**src/rtl/ifu_rf_rs1_arb_pkg.sv**
```systemverilog
// Shared definitions for the regfile read-port-1 arbiter: default widths,
// default starvation limit and the BPU transaction state encoding.
package ifu_rf_rs1_arb_pkg;

    localparam int ARB_XLEN        = 32;
    localparam int ARB_RFIDX_WIDTH = 5;
    localparam int ARB_STARVE_MAX  = 4;

    // BPU transaction phases: issue (IDLE), data return (WAIT), buffered (HOLD)
    typedef enum logic [1:0] {
        ST_IDLE = 2'd0,
        ST_WAIT = 2'd1,
        ST_HOLD = 2'd2
    } arb_state_e;

endpackage

```
**src/rtl/ifu_rf_arb_starve_cnt.sv**
```systemverilog
// Saturating counter of consecutive BPU arbitration losses. at_max tells the
// arbiter to give the BPU forced priority over the EXU.
module ifu_rf_arb_starve_cnt #(
    parameter int STARVE_MAX = 4
) (
    input  logic clk,
    input  logic rst,
    input  logic inc,
    input  logic clr,
    output logic at_max
);
    localparam int CW = $clog2(STARVE_MAX + 1);

    logic [CW-1:0] cnt_q;
    logic [CW-1:0] cnt_d;

    assign at_max = (cnt_q == CW'(STARVE_MAX));

    // Clear has priority over increment; increment stops at STARVE_MAX
    always_comb begin
        cnt_d = cnt_q;
        if (clr) begin
            cnt_d = '0;
        end else if (inc && !at_max) begin
            cnt_d = cnt_q + CW'(1);
        end
    end

    // Counter register
    always_ff @(posedge clk or posedge rst) begin
        if (rst) begin
            cnt_q <= '0;
        end else begin
            cnt_q <= cnt_d;
        end
    end

endmodule

```
**src/rtl/ifu_rf_rs1_arb.sv**
```systemverilog
// Regfile read port 1 arbiter between the IFU BPU (JALR rs1 fetch) and the
// EXU IR-stage operand read. The BPU read is buffered in a hold register so
// the port is only used for one cycle per BPU transaction.
// Optional build macro: BPU_RS1_X0_BYPASS_EN -- a BPU read of x0 is granted
// immediately from IDLE without touching the regfile port.
module ifu_rf_rs1_arb
    import ifu_rf_rs1_arb_pkg::*;
#(
    parameter int XLEN        = ARB_XLEN,
    parameter int RFIDX_WIDTH = ARB_RFIDX_WIDTH,
    parameter int STARVE_MAX  = ARB_STARVE_MAX
) (
    input  logic                   clk,
    input  logic                   rst,
    input  logic                   flush,
    input  logic                   bpu_req,
    input  logic [RFIDX_WIDTH-1:0] bpu_rs1idx,
    output logic                   bpu_gnt,
    output logic                   bpu_rdata_vld,
    output logic [XLEN-1:0]        bpu_rdata,
    input  logic                   bpu_rdata_ack,
    input  logic                   exu_req,
    input  logic [RFIDX_WIDTH-1:0] exu_rs1idx,
    output logic                   exu_gnt,
    output logic                   exu_rdata_vld,
    output logic [XLEN-1:0]        exu_rdata,
    output logic                   rf_rd_ena,
    output logic [RFIDX_WIDTH-1:0] rf_rd_idx,
    input  logic [XLEN-1:0]        rf_rd_data
);

    arb_state_e      state_q;
    arb_state_e      state_d;
    logic [XLEN-1:0] hold_q;
    logic [XLEN-1:0] hold_d;
    logic            rsp_owner_q;

    logic bpu_gnt_c;     // BPU granted this cycle (port or bypass)
    logic bpu_port_c;    // BPU granted and occupies the regfile port
    logic bpu_port;
    logic at_max;
    logic starve_inc;
    logic starve_clr;

    // Next-state logic of the BPU transaction sequencer
    always_comb begin
        state_d    = state_q;
        hold_d     = hold_q;
        bpu_gnt_c  = 1'b0;
        bpu_port_c = 1'b0;
        case (state_q)
            ST_IDLE: begin
                if (bpu_req && !flush) begin
`ifdef BPU_RS1_X0_BYPASS_EN
                    if (bpu_rs1idx == '0) begin
                        bpu_gnt_c = 1'b1;
                        hold_d    = '0;
                        state_d   = ST_HOLD;
                    end else
`endif
                    if (!exu_req || at_max) begin
                        bpu_gnt_c  = 1'b1;
                        bpu_port_c = 1'b1;
                        state_d    = ST_WAIT;
                    end
                end
            end
            ST_WAIT: begin
                // A flush drops the returning data on the floor
                if (flush) begin
                    state_d = ST_IDLE;
                end else begin
                    hold_d  = rf_rd_data;
                    state_d = ST_HOLD;
                end
            end
            ST_HOLD: begin
                // No new grant in the ack cycle: IDLE is only entered next cycle
                if (bpu_rdata_ack || flush) begin
                    state_d = ST_IDLE;
                end
            end
            default: begin
                state_d = ST_IDLE;
            end
        endcase
    end

    // Grants are masked while reset is asserted so all outputs read zero at once
    assign bpu_port      = bpu_port_c & ~rst;
    assign bpu_gnt       = bpu_gnt_c & ~rst;
    assign exu_gnt       = exu_req & ~bpu_port_c & ~rst;
    assign rf_rd_ena     = bpu_port | exu_gnt;
    assign rf_rd_idx     = rst ? '0 : (bpu_port ? bpu_rs1idx : exu_rs1idx);

    assign bpu_rdata_vld = (state_q == ST_HOLD);
    assign bpu_rdata     = hold_q;
    assign exu_rdata_vld = rsp_owner_q;
    assign exu_rdata     = rst ? '0 : rf_rd_data;

    // BPU loses only when it is waiting in IDLE and the EXU took the port
    assign starve_inc = (state_q == ST_IDLE) & bpu_req & ~flush & exu_gnt;
    assign starve_clr = bpu_gnt | flush;

    ifu_rf_arb_starve_cnt #(
        .STARVE_MAX (STARVE_MAX)
    ) u_starve_cnt (
        .clk    (clk),
        .rst    (rst),
        .inc    (starve_inc),
        .clr    (starve_clr),
        .at_max (at_max)
    );

    // State, hold buffer and response-owner registers
    always_ff @(posedge clk or posedge rst) begin
        if (rst) begin
            state_q     <= ST_IDLE;
            hold_q      <= '0;
            rsp_owner_q <= 1'b0;
        end else begin
            state_q     <= state_d;
            hold_q      <= hold_d;
            rsp_owner_q <= exu_gnt;
        end
    end

endmodule

```
**config.mk**
```make
export PLATFORM = sky130hd
export DESIGN_NAME = ifu_rf_rs1_arb
export DESIGN_NICKNAME = d
export VERILOG_FILES = /design/src/rtl/ifu_rf_rs1_arb_pkg.sv /design/src/rtl/ifu_rf_arb_starve_cnt.sv /design/src/rtl/ifu_rf_rs1_arb.sv
export SDC_FILE = /design/constraint.sdc
export NUM_CORES = 1
export LEC_CHECK = 0
export ABC_AREA = 1
export CAP_MARGIN = 20
export CELL_PAD_IN_SITES_DETAIL_PLACEMENT = 1
export CELL_PAD_IN_SITES_GLOBAL_PLACEMENT = 2
export CORE_AREA = 3 3 83 85
export CTS_CLUSTER_SIZE = 28
export DETAILED_ROUTE_END_ITERATION = 8
export DIE_AREA = 0 0 86 88
export DONT_BUFFER_PORTS = 1
export PLACE_DENSITY = 0.72
export SLEW_MARGIN = 5
export SYNTH_ARGS = -nofsm -noshare
export SYNTH_HDL_FRONTEND = slang
export SYNTH_SLANG_ARGS = --single-unit
```
**constraint.sdc**
```tcl
create_clock -name clk -period 3.17 [get_ports clk]
set_input_delay 0.4755 -clock clk [delete_from_list [all_inputs] [get_ports clk]]
set_output_delay 0.4755 -clock clk [all_outputs]
set_load 0.02 [all_outputs]
```
==> flow_summary.ini, run 1 <==
[sta]
slew_headroom_pct = 64.2
fin_skew_ns = 0.00256
worst_slack_ns = 0.998
rsz0062_at_grt = false
post-route-period-util_pct = 68.5
setup_tns_ns = 0
max_freq_ghz = 0.460
max_slew.worst_pin.slew_ns = 0.537
finalSetupViolCount = 0
drv_slew = 0
period_needed_ns = 2.17
finalHoldViolCount = 0

[critical_path]
crit_start = u_starve_cnt.cnt_q[0]$_DFFE_PP0P_
path_buf_inv = 2
end_kind = output pin
worstPathRequired_ns = 2.69
start_kind = flop
path_max_fanout = 8
r2r-start = state_q[1]$_DFFE_PP0P_
cp_slowest_cell = dfrtp_1
crit_chain = inv_1 -> ha_1 -> a21oi_2 -> nor2_4 -> inv_2 -> nor2_1 -> nor2_1
critPathKind = flop to output pin
critPathMaxStageDelay_ns = 0.38
r2r_slack_ns = 1.52
arrival_ns = 1.70
cp_top_family = simple AND/OR/NAND/NOR gates
worst_path_most_repeated_cell = nor2_1

[drt]
drt-total-wl_mm = 4.54
drtPass1Iterations = 4
postRouteAntennaNets = 0
wire_per_inst_um = 14.3
drc = 0
dr.first_iter.drc_count = 64
drt-vias-per-instance = 4.61
via_count = 1462

[logic_synthesis]
synth_most_common_cell = nor2_1
synth_area_um2 = 1870
synth.area.top_cells = dfrtp_1 (51%), nor2_1 (10%), nand2_1 (9.3%)
syn_nets = 292
yosysWarnings = 0
netlist_instances = 242
synth_area_leader_cell = dfrtp_1
synth_edf_count = 0
synth-seq-area-share_pct = 51.0
yosys-top-cells-count = nor2_1 (50), nand2_1 (46), inv_1 (42)
ys_async_sr_fraction_pct = 100
synth_cell_types = 19
syn_area_per_cell_um2 = 7.71
ys.flop_type = dfrtp_1
synth_top_area_share_pct = 51.0
ys_seq_elements = 38

[clocking]
htree_levels = 2
postCtsSetupBuffers = 0
cts_buffer_depth = 2
cts-root-buf = clkbuf_8
cts_hold_buf = 0
worstSkewPairLatency_ns = 0.28
cts_buffers = 5
cts_tree = built
clk_pin_slew_worst_paths_ns = 0.08
cts_sinks = 38
cts-resized-gates = 0

[placed_design]
gp_congestion = 0.668
port-buffer-count = 0
pre_cts_slack_ns = 1.30
dp_hpwl_mm = 3.34

[global_routing]
grt_pass1_wl_mm = 6.94
track_usage_pct = 11.7
overflow = 0
grt_pass1_vias = 1448
antenna_found_initial = 0
grt_max_degree = 48

[power]
pwr-share-comb_pct = 13.8
power.switching_uw = 499
power.leakage_nw = 1.08
powerDensity_nw_per_um2 = 661
clkPwrFrac_pct = 26.9
switching_share_pct = 38.0
power.internal_uw = 814
power_frac_seq_pct = 59.3
ir_drop_mv = 0.254

[die]
num_io_pins = 122
start_util_pct = 29.7
die_w_um = 86
rows = 29
coreArea_um2 = 6280
fp.dieH_um = 88
dieArea_um2 = 7570

[flow_run]
maxCapViolations = 0

[final_layout]
num-nets-final = 289
drive_gt1_share_pct = 8.75
antenna_cells = 0
area_growth_pct = 6.57
fillCellCount = 777

[outcome]
status = completed

[hold_path]
hold_path.class = primary input to async pin
==> power groups by stage <==
stage / Sequential, mW / Clock [mW] / Combinational, mW
finish: 0.780 / 0.353 / 0.181
global route: 0.795 / 0.398 / 0.216
CTS: 0.784 / 0.372 / 0.187
detailed placement: 0.791 / 0 / 0.189
global placement: 0.793 / 0 / 0.179
floorplan: 0.765 / 0 / 0.169
==> worst register-to-register path: stages, from the launching register on <==
cell and delay [ns]:
dfrtp_1 0.39, inv_1 0.10, nand3_2 0.42, buf_4 0.43, nand2_1 0.10, o21ai_0 0.08
==> cell type report <==
cell class | instances | area [um2] | area share (%)
Clock buffer | 6 | 82.6 | 4.15
Clock inverter | 2 | 12.5 | 0.629
Inverter | 46 | 178 | 8.94
Multi-Input combinational cell | 147 | 661 | 33.2
Sequential cell | 38 | 951 | 47.8
Tap cell | 77 | 96.3 | 4.85
Timing Repair Buffer | 1 | 7.51 | 0.378
==> state kept, by name (all words and copies together) (netlist names) <==
register and flops:
bpu_rdata 32, u_starve_cnt.cnt_q 3, state_q 2, exu_rdata_vld 1
==> cell usage in the layout (no fill, tap or decap), types with 2 or more instances in the layout <==
cell type	instances
inv_2	3
nand3_2	2
nand3_1	3
nand2_2	3
clkbuf_8	6
o21ai_1	14
o21ai_0	23
dfrtp_1	38
nor2_1	50
nor2_4	2
ha_1	2
inv_1	42
nand2_1	46
==> final timing paths <==
check | cells after the start | to
worst max-delay path | 7 | rf_rd_idx[4]
min in group clk | 2 | bpu_rdata[20]$_DFFE_PP0P_
worst min-delay path | 1 | u_starve_cnt.cnt_q[0]$_DFFE_PP0P_
worst min register to register | 2 | u_starve_cnt.cnt_q[1]$_DFFE_PP0P_
max in group asynchronous | 1 | bpu_rdata[24]$_DFFE_PP0P_
worst max register to register | 5 | bpu_rdata[23]$_DFFE_PP0P_
==> cells by family after synthesis <==
family | after synthesis | share of synthesized area [%]
and+or+nand+nor | 106 | 23.4
buffers and inverters | 57 | 13.6
AOI/OAI and AO/OA | 39 | 10.7
DFF | 38 | 51.0
adders and majority gates | 2 | 1.34
==> routing by layer <==
layer  part of all wire, %  vias up  track usage (%)
li1                      -      709                -
met1                    41      672             13.4
met2                    48       76             19.8
met3                   9.7        5             4.52
met4                  0.97        0             4.32
met5                     0        -                0
==> per-stage QoR <==
step	power, mW	hold WS (ns)	utilization (%)	cells	cell area, um2
2_1_floorplan	0.933	0.440	-	242	1870
3_3_place_gp	0.972	0.377	30.2	309	1890
3_5_place_dp	0.980	0.386	30.2	309	1890
4_1_cts	1.34	0.0601	31.7	317	1990
5_1_grt	1.41	0.0687	31.7	317	1990
6_report	1.31	0.0581	31.7	317	1990
Power figures use the tool's default switching activity.
==> run 2: changes to the inputs <==
clock period = 2.21 ns   (was 3.17 ns; I/O delays follow)
==> run 2 against run 1 <==
Worst hold slack better by 0.12 ns. Sequential share of layout area shrank 0.21 points. Utilization up 0.14 points. Setup slack worse by 0.81 ns. Highest routed layer unchanged. Largest cell class unchanged. Clock power grew 30%. Sequential power up 44%. Global-route usage about the same.
==> flow_summary.ini, run 2 (same netlist as run 1, synthesis figures left out) <==
[clocking]
htree_levels = 2
cts_sinks = 38
clk_pin_slew_worst_paths_ns = 0.08
cts_buffer_depth = 2
postCtsSetupBuffers = 0
cts_tree = built
worstSkewPairLatency_ns = 0.29
cts_buffers = 5
cts-root-buf = clkbuf_8
cts-resized-gates = 0
cts_hold_buf = 1

[hold_path]
holdPathEnd = state_q[1]$_DFFE_PP0P_
hold_path.class = primary input to flop
min-delay-start = bpu_rdata_ack
hold_depth = 3

[sta]
max_slew.worst_pin.slew_ns = 0.445
rsz0062_at_grt = false
slew_headroom_pct = 70.3
drv_slew = 0
hold_slack_ns = 0.180
max_freq_ghz = 0.496
setup_tns_ns = 0
fin_skew_ns = 0.00495
post-route-period-util_pct = 91.3
finalSetupViolCount = 0
worst_slack_ns = 0.193
finalHoldViolCount = 0
period_needed_ns = 2.02

[critical_path]
critPathMaxStageDelay_ns = 0.37
start_kind = flop
arrival_ns = 1.69
r2r-start = u_starve_cnt.cnt_q[0]$_DFFE_PP0P_
worst_path_most_repeated_cell = nor2_1
critPathKind = flop to output pin
crit_start = u_starve_cnt.cnt_q[0]$_DFFE_PP0P_
end_kind = output pin
timing.rr.end = exu_rdata_vld$_DFF_PP0_
cp_slowest_cell = dfrtp_1
r2r_slack_ns = 0.84
rr_worst_depth = 7
crit_chain = inv_1 -> ha_1 -> a21oi_2 -> nor2_4 -> inv_2 -> nor2_1 -> nor2_1
worstPathRequired_ns = 1.88
path_max_fanout = 8

[global_routing]
grt_pass1_wl_mm = 6.77
grt_max_degree = 40
overflow = 0
grt_pass1_vias = 1335
antenna_found_initial = 0
track_usage_pct = 11.7

[final_layout]
multiInputGateArea_um2 = 661
area_growth_pct = 7.04
largest_register_ffs = 32
drive_gt1_share_pct = 9.09
mostFrequentLayoutCells = nor2_1 (50), nand2_1 (46), inv_1 (42)
antenna_cells = 0
fillCellCount = 779
fin_cells = 319
final_common_cell = nor2_1
seq_area_um2 = 951
num-nets-final = 292

[drt]
drt-total-wl_mm = 4.48
drtPass1Iterations = 4
drc = 0
drt-vias-per-instance = 4.51
postRouteAntennaNets = 0
dr.first_iter.drc_count = 44
via_count = 1438
wire_per_inst_um = 14.0

[power]
power.switching_uw = 710
power_frac_seq_pct = 60.7
switching_share_pct = 38.5
ir_drop_mv = 0.373
power.internal_mw = 1.13
power.leakage_nw = 1.09
powerDensity_nw_per_um2 = 923
pwr-share-comb_pct = 14.4
clkPwrFrac_pct = 24.9

[placed_design]
dp.cells = 311
pre_cts_slack_ns = 0.485
port-buffer-count = 0
gp_congestion = 0.688
dp_hpwl_mm = 3.37

[die]
rows = 29
start_util_pct = 29.7
dieArea_um2 = 7570
fp.dieH_um = 88
num_io_pins = 122
die_w_um = 86
coreArea_um2 = 6280

[flow_run]
maxCapViolations = 0

[outcome]
status = completed
[run 2: cell count changes in the layout (fill, tap and decap cells not counted)]
| cell | delta |
|---|---|
| clkinvlp_4 | -1 |
| clkbuf_8 | -1 |
| clkinv_2 | +1 |
| dlygate4sd3_1 | +1 |
| buf_4 | +2 |
[run 2: metal layers]
metal / track usage (%) / part of all wire (%) / vias to the layer above
met3: 4.14 / 9.8 / 8
met5: 0 / 0 / -
met4: 5.61 / 1.7 / 0
met1: 14.1 / 41 / 639
met2: 18.5 / 47 / 74
li1: - / - / 717
[run 2: cell type report]
type                    instances  share of cell area (%)
clock buffers                   5                    3.45
clock inverters                 2                   0.501
inverters                      46                    8.90
multi-input cells             147                    33.1
flip-flops and latches         38                    47.6
well taps                      77                    4.82
repair buffers                  4                    1.63
[run 2: critical path, delay by kind of cell, from the launching register on]
kind | cells | cell delay, ns
buf+inv | 2 | 0.17
fa+ha+maj | 1 | 0.22
compound gates | 1 | 0.18
simple gates | 3 | 0.45
flops | 1 | 0.37
[run 2: power groups by stage]
stage / combinational [mW] / sequential (mW) / clock [mW]
after floorplan: 0.242 / 1.10 / 0
after global placement: 0.260 / 1.14 / 0
after detailed placement: 0.272 / 1.13 / 0
after CTS: 0.273 / 1.12 / 0.484
after global routing: 0.311 / 1.14 / 0.512
final: 0.265 / 1.12 / 0.460
[run 2: stage by stage]
step / total power, mW / cell area [um2] / util (%)
final: 1.84 / 2000 / 31.8
after global routing: 1.96 / 2000 / 31.8
after CTS: 1.88 / 2000 / 31.8
after detailed placement: 1.41 / 1910 / 30.4
after global placement: 1.40 / 1910 / 30.4
after floorplan: 1.34 / 1870 / -
[run 2: how the worst max path moves through the flow]
stage              endpoint  slack, ns  cells past startpoint
6_report       rf_rd_idx[4]       0.19                      7
5_1_grt        rf_rd_idx[3]       0.07                      7
4_1_cts        rf_rd_idx[4]       0.15                      7
3_5_place_dp   rf_rd_idx[4]       0.49                      7
3_3_place_gp   rf_rd_idx[4]       0.54                      7
2_1_floorplan  rf_rd_idx[0]       0.61                      7
